`config.mk`:
```
export PLATFORM = sky130hd
export DESIGN_NAME = alu_arbiter
export DESIGN_NICKNAME = d
export VERILOG_FILES = /design/src/rtl/alu_arbiter.sv
export SDC_FILE = /design/constraint.sdc
export NUM_CORES = 1
export LEC_CHECK = 0
export BUFFER_PORTS_ARGS = -buffer_cell sky130_fd_sc_hd__buf_2
export CAP_MARGIN = 20
export CORE_MARGIN = 5
export CORE_UTILIZATION = 35
export DETAILED_ROUTE_END_ITERATION = 10
export PLACE_DENSITY_LB_ADDON = 0.12
export SYNTH_ARGS = -nofsm -noshare
export SYNTH_HDL_FRONTEND = slang
export SYNTH_SLANG_ARGS = --single-unit
```
`constraint.sdc`:
```
create_clock -name clk -period 3.2 [get_ports clk]
set_input_delay 0.64 -clock clk [delete_from_list [all_inputs] [get_ports clk]]
set_output_delay 0.64 -clock clk [all_outputs]
set_load 0.01 [all_outputs]
```
`src/rtl/alu_arbiter.sv`:
```
// alu_arbiter: two-requester front end for one shared combinational ALU.
// Define ALU_ARB_ROUND_ROBIN_EN for round-robin grants; default is req0 priority.
module alu_arbiter #(
  parameter int WIDTH = 32
) (
  input  logic             clk,
  input  logic             reset,
  input  logic             req0_valid,
  output logic             req0_ready,
  input  logic [WIDTH-1:0] req0_a,
  input  logic [WIDTH-1:0] req0_b,
  input  logic [2:0]       req0_ctrl,
  input  logic             req1_valid,
  output logic             req1_ready,
  input  logic [WIDTH-1:0] req1_a,
  input  logic [WIDTH-1:0] req1_b,
  input  logic [2:0]       req1_ctrl,
  output logic [WIDTH-1:0] alu_a,
  output logic [WIDTH-1:0] alu_b,
  output logic [2:0]       alu_ctrl,
  input  logic [WIDTH-1:0] alu_out,
  input  logic             alu_zero,
  output logic             rsp_valid,
  input  logic             rsp_ready,
  output logic [WIDTH-1:0] rsp_out,
  output logic             rsp_zero,
  output logic             rsp_err,
  output logic             rsp_id
);

  typedef enum logic [1:0] {
    IDLE = 2'd0,
    EXEC = 2'd1,
    RESP = 2'd2
  } state_e;

  state_e           state_q, state_d;
  logic [WIDTH-1:0] alu_a_q, alu_a_d;
  logic [WIDTH-1:0] alu_b_q, alu_b_d;
  logic [2:0]       alu_ctrl_q, alu_ctrl_d;
  logic [WIDTH-1:0] rsp_out_q, rsp_out_d;
  logic             rsp_zero_q, rsp_zero_d;
  logic             rsp_err_q, rsp_err_d;
  logic             rsp_valid_q, rsp_valid_d;
  logic             id_q, id_d;
  logic             last_grant_q, last_grant_d;
  logic             gnt1;
  logic             ctrl_ill;

  always_comb begin
    gnt1 = req1_valid && !req0_valid;
`ifdef ALU_ARB_ROUND_ROBIN_EN
    if (req0_valid && req1_valid) gnt1 = !last_grant_q;
`endif
  end

  assign req0_ready = (state_q == IDLE) && !reset
                      && req0_valid && !gnt1;
  assign req1_ready = (state_q == IDLE) && !reset
                      && req1_valid && gnt1;

  // Codes 011/100/101 have no ALU meaning; flag them.
  assign ctrl_ill = (alu_ctrl_q == 3'b011)
                 || (alu_ctrl_q == 3'b100)
                 || (alu_ctrl_q == 3'b101);

  always_comb begin
    state_d      = state_q;
    alu_a_d      = alu_a_q;
    alu_b_d      = alu_b_q;
    alu_ctrl_d   = alu_ctrl_q;
    rsp_out_d    = rsp_out_q;
    rsp_zero_d   = rsp_zero_q;
    rsp_err_d    = rsp_err_q;
    rsp_valid_d  = rsp_valid_q;
    id_d         = id_q;
    last_grant_d = last_grant_q;
    unique case (state_q)
      IDLE: begin
        if (req0_ready || req1_ready) begin
          alu_a_d      = req1_ready ? req1_a : req0_a;
          alu_b_d      = req1_ready ? req1_b : req0_b;
          alu_ctrl_d   = req1_ready ? req1_ctrl : req0_ctrl;
          id_d         = req1_ready;
          last_grant_d = req1_ready;
          state_d      = EXEC;
        end
      end
      EXEC: begin
        rsp_out_d   = ctrl_ill ? '0 : alu_out;
        rsp_zero_d  = ctrl_ill ? 1'b1 : alu_zero;
        rsp_err_d   = ctrl_ill;
        rsp_valid_d = 1'b1;
        state_d     = RESP;
      end
      RESP: begin
        if (rsp_ready) begin
          rsp_valid_d = 1'b0;
          state_d     = IDLE;
        end
      end
      default: state_d = IDLE;
    endcase
  end

  always_ff @(posedge clk or posedge reset) begin
    if (reset) begin
      state_q      <= IDLE;
      alu_a_q      <= '0;
      alu_b_q      <= '0;
      alu_ctrl_q   <= 3'b000;
      rsp_out_q    <= '0;
      rsp_zero_q   <= 1'b0;
      rsp_err_q    <= 1'b0;
      rsp_valid_q  <= 1'b0;
      id_q         <= 1'b0;
      last_grant_q <= 1'b1;
    end else begin
      state_q      <= state_d;
      alu_a_q      <= alu_a_d;
      alu_b_q      <= alu_b_d;
      alu_ctrl_q   <= alu_ctrl_d;
      rsp_out_q    <= rsp_out_d;
      rsp_zero_q   <= rsp_zero_d;
      rsp_err_q    <= rsp_err_d;
      rsp_valid_q  <= rsp_valid_d;
      id_q         <= id_d;
      last_grant_q <= last_grant_d;
    end
  end

  assign alu_a     = alu_a_q;
  assign alu_b     = alu_b_q;
  assign alu_ctrl  = alu_ctrl_q;
  assign rsp_valid = rsp_valid_q;
  assign rsp_out   = rsp_out_q;
  assign rsp_zero  = rsp_zero_q;
  assign rsp_err   = rsp_err_q;
  assign rsp_id    = id_q;

endmodule
```
==> tab_implementation.tex <==
\begin{tabular}{lr}
\hline
Metric & Value \\
\hline
\multicolumn{2}{l}{\textbf{Run status}} \\
Run status & complete, no violations \\
\multicolumn{2}{l}{\textbf{Clock network}} \\
Hold bufs inserted after CTS & 0 \\
Clock input transition at the sequential cells of the worst setup and hold paths & 70 ps \\
Htree depth & 3 \\
Clock buffer count from CTS & 9 \\
Clock latency of the later-clocked register in the worst-skew pair & 340 ps \\
Post-CTS setup-driven buffer insertion count & 0 \\
Num Clock Sinks & 105 \\
CTS tree & built \\
Clk Tree Root Cell & clkbuf\_16 \\
Post\_cts resized & 0 \\
Largest buffer count on any clock path & 2 \\
\multicolumn{2}{l}{\textbf{Global routing}} \\
Largest net degree at the start of global routing & 94 \\
Global router's overall resource usage & 15.6\% \\
Met2 Use GR & 26.5\% \\
Antenna violations before repair & 0 \\
Gr busiest metal & met2 \\
Met3 usage in global routing & 5.06\% \\
GRT Residual Overflow & 0 \\
M1 GR Usage & 18.9\% \\
Vias in the first global route & 3876 \\
Global-route wire length before repair & 20200 um \\
\multicolumn{2}{l}{\textbf{Worst setup path}} \\
Crit path arrival time & 1630 ps \\
Crit-path cells & buf\_2, nand2b\_4, nor4\_1, buf\_2 \\
Cell family contributing the most delay on the critical path & simple AND/OR/NAND/NOR gates \\
Critical path startpoint category & input port \\
Critical Path End Type & output pin \\
CP Class & in2out \\
Highest fanout seen on the critical path & 33 \\
Most common cell type on the critical path & buf\_2 \\
WP data required & 2560 ps \\
Delay of the slowest cell on the worst path & 360 ps \\
Slowest cell on the critical path & nand2b\_4 \\
Combined buffer and inverter count along the critical path & 2 \\
\multicolumn{2}{l}{\textbf{Drt}} \\
Via/cell ratio & 4.66 \\
Overall via count from detail\_route & 3598 \\
DRT Pass-1 Iters & 4 \\
Drt wl/cell & 16.8 um \\
Final WL & 13000 um \\
Violation count after the first detailed-routing iteration & 98 \\
Routed Antenna Nets & 0 \\
DRC Markers & 0 \\
\multicolumn{2}{l}{\textbf{Die}} \\
Boundary Pins & 277 \\
Die height & 128 um \\
Count of standard-cell rows & 43 \\
Floorplan die area & 16300 um\^{}2 \\
Core outline area & 13700 um\^{}2 \\
Initial standard-cell utilization of the core & 35.3\% \\
DIE WIDTH & 128 um \\
\multicolumn{2}{l}{\textbf{Timing}} \\
Clock Skews & 6.35 ps \\
Aggregate negative setup slack & 0 ps \\
Fraction of the cycle the final worst path needs & 70.9\% \\
Final Hold Violating Endpoints & 0 \\
Post-Route Hold Slack & 275 ps \\
Number of pins exceeding their max-slew limit in the final report & 0 \\
Total of endpoints with negative setup slack in the final report & 0 \\
Final critical path time including I/O delays and setup & 2270 ps \\
Tightest slew margin relative to the limit & 66.9\% \\
Achievable Freq & 0.441 GHz \\
RSZ-0062 raised after global routing & no \\
Tightest Pin Transition & 497 ps \\
\multicolumn{2}{l}{\textbf{Logic synthesis}} \\
Share of synthesized area occupied by flip-flops and latches & 54.3\% \\
Net count after synthesis & 489 \\
Synth Instances & 317 \\
Synthesis Warnings & 0 \\
Netlist area before placement & 4840 um\^{}2 \\
Avg Inst Size Synth & 15.3 um\^{}2 \\
Number of flip-flops and latches in the synthesized netlist & 105 \\
Number of distinct library cells after synthesis & 20 \\
\multicolumn{2}{l}{\textbf{Run}} \\
Maxcap violations & 0 \\
\multicolumn{2}{l}{\textbf{Pwr}} \\
Ratio of total power to cell area & 806 nW/um\^{}2 \\
Leakage power of the design & 3.44 nW \\
Max rail drop VDD & 309 uV \\
\multicolumn{2}{l}{\textbf{Finish}} \\
Most common library cell in the layout ignoring fill and taps & buf\_2 \\
Number of diodes & 0 \\
FILL cells & 1245 \\
Net count of the finished layout & 759 \\
Commonest non-fill, non-tap cells in the layout & 276 x buf\_2, 105 x dfrtp\_1, 96 x mux2\_2, 38 x mux2\_4, 32 x a22o\_1 \\
Area delta synth->final & 38.9\% \\
Fraction of final layout cells with drive strength greater than 1 & 73.8\% \\
\multicolumn{2}{l}{\textbf{Worst hold path}} \\
Min-Delay Path Class & in2async \\
\multicolumn{2}{l}{\textbf{Placement}} \\
Half-perimeter wire length after detailed placement & 9850 um \\
Weighted congestion reported at the end of routability-driven placement & 0.823 \\
PortBufs & 276 \\
\hline
\end{tabular}
-- Yosys cell counts, drive strengths merged --
cell type / n / area share (%)
a21oi: 4 / 0.41
inv: 4 / 0.31
nor2b: 1 / 0.13
nor4: 2 / 0.26
a22o: 32 / 5.8
nor3: 2 / 0.41
nor2: 2 / 0.16
dfrtp: 105 / 54
o21ai: 2 / 0.21
nand2b: 3 / 0.39
and3b: 1 / 0.18
mux2: 134 / 34
and2: 1 / 0.13
clkbuf: 3 / 0.26
buf: 20 / 2.8
o21a: 1 / 0.16
-- final cells by class --
| type | instances | area, um^2 | share of cell area (%) |
|---|---|---|---|
| Sequential cell | 105 | 2630 | 39.1 |
| Multi-Input combinational cell | 185 | 2070 | 30.8 |
| Timing Repair Buffer | 282 | 1460 | 21.8 |
| Clock buffer | 9 | 225 | 3.35 |
| Tap cell | 180 | 225 | 3.35 |
| Clock inverter | 7 | 93.8 | 1.40 |
| Inverter | 4 | 18.8 | 0.279 |
-- per-stage QoR --
stage	setup slack [ps]	power, mW	std cells	util (%)	instance area, um^2
after global routing	804	5.76	772	49.0	6730
final	931	5.42	772	49.0	6730
after floorplan	1040	3.37	317	-	4840
after CTS	900	5.52	772	49.0	6730
after detailed placement	904	4.32	756	46.7	6410
after global placement	948	4.29	756	46.7	6410
-- final timing paths --
| check | from | endpoint | slack (ps) | cells past startpoint |
|---|---|---|---|---|
| max | req0_valid | req1_ready | 930 | 4 |
| min | reset | rsp_out[17] | 280 | 2 |
| max reg2reg | state_q[1] | alu_a[8] | 1320 | 4 |
| min reg2reg | alu_a[5] | alu_a[5] | 500 | 1 |
| max in group asynchronous | reset | alu_b[23] | 2170 | 3 |
| min in group clk | rsp_ready | state_q[1] | 500 | 2 |
-- flip-flops by register name, summed over array words and instances (netlist names) --
register   cells
rsp_out       32
alu_ctrl       3
rsp_id         1
rsp_valid      1
rsp_zero       1
alu_b         32
state_q        2
rsp_err        1
alu_a         32
-- kinds of logic (layout without fill, tap and decap cells) --
group                  after synthesis  after routing  share of synthesized area (%)
AND/OR/NAND/NOR                     12             12                           1.65
multiplexers                       134            134                           34.1
AO/OA/AOI/OAI                       39             39                           6.57
buffers and inverters               27            302                           3.39
flip-flops                         105            105                           54.3
-- routing by layer --
| layer | part of all wire [%] | wire length, um |
|---|---|---|
| met3 | 9.4 | 1220 |
| met5 | 0 | 0 |
| met2 | 49 | 6400 |
| met4 | 1.2 | 151 |
| met1 | 40 | 5220 |
-- power breakdown --
part / switching [mW] / internal, mW / leakage [nW]
Clock: 0.489 / 0.686 / 0.152
Sequential: 0.307 / 1.90 / 1.26
Combinational: 0.945 / 1.09 / 2.02
Total: 1.74 / 3.68 / 3.44
Power figures use the tool's default switching activity.
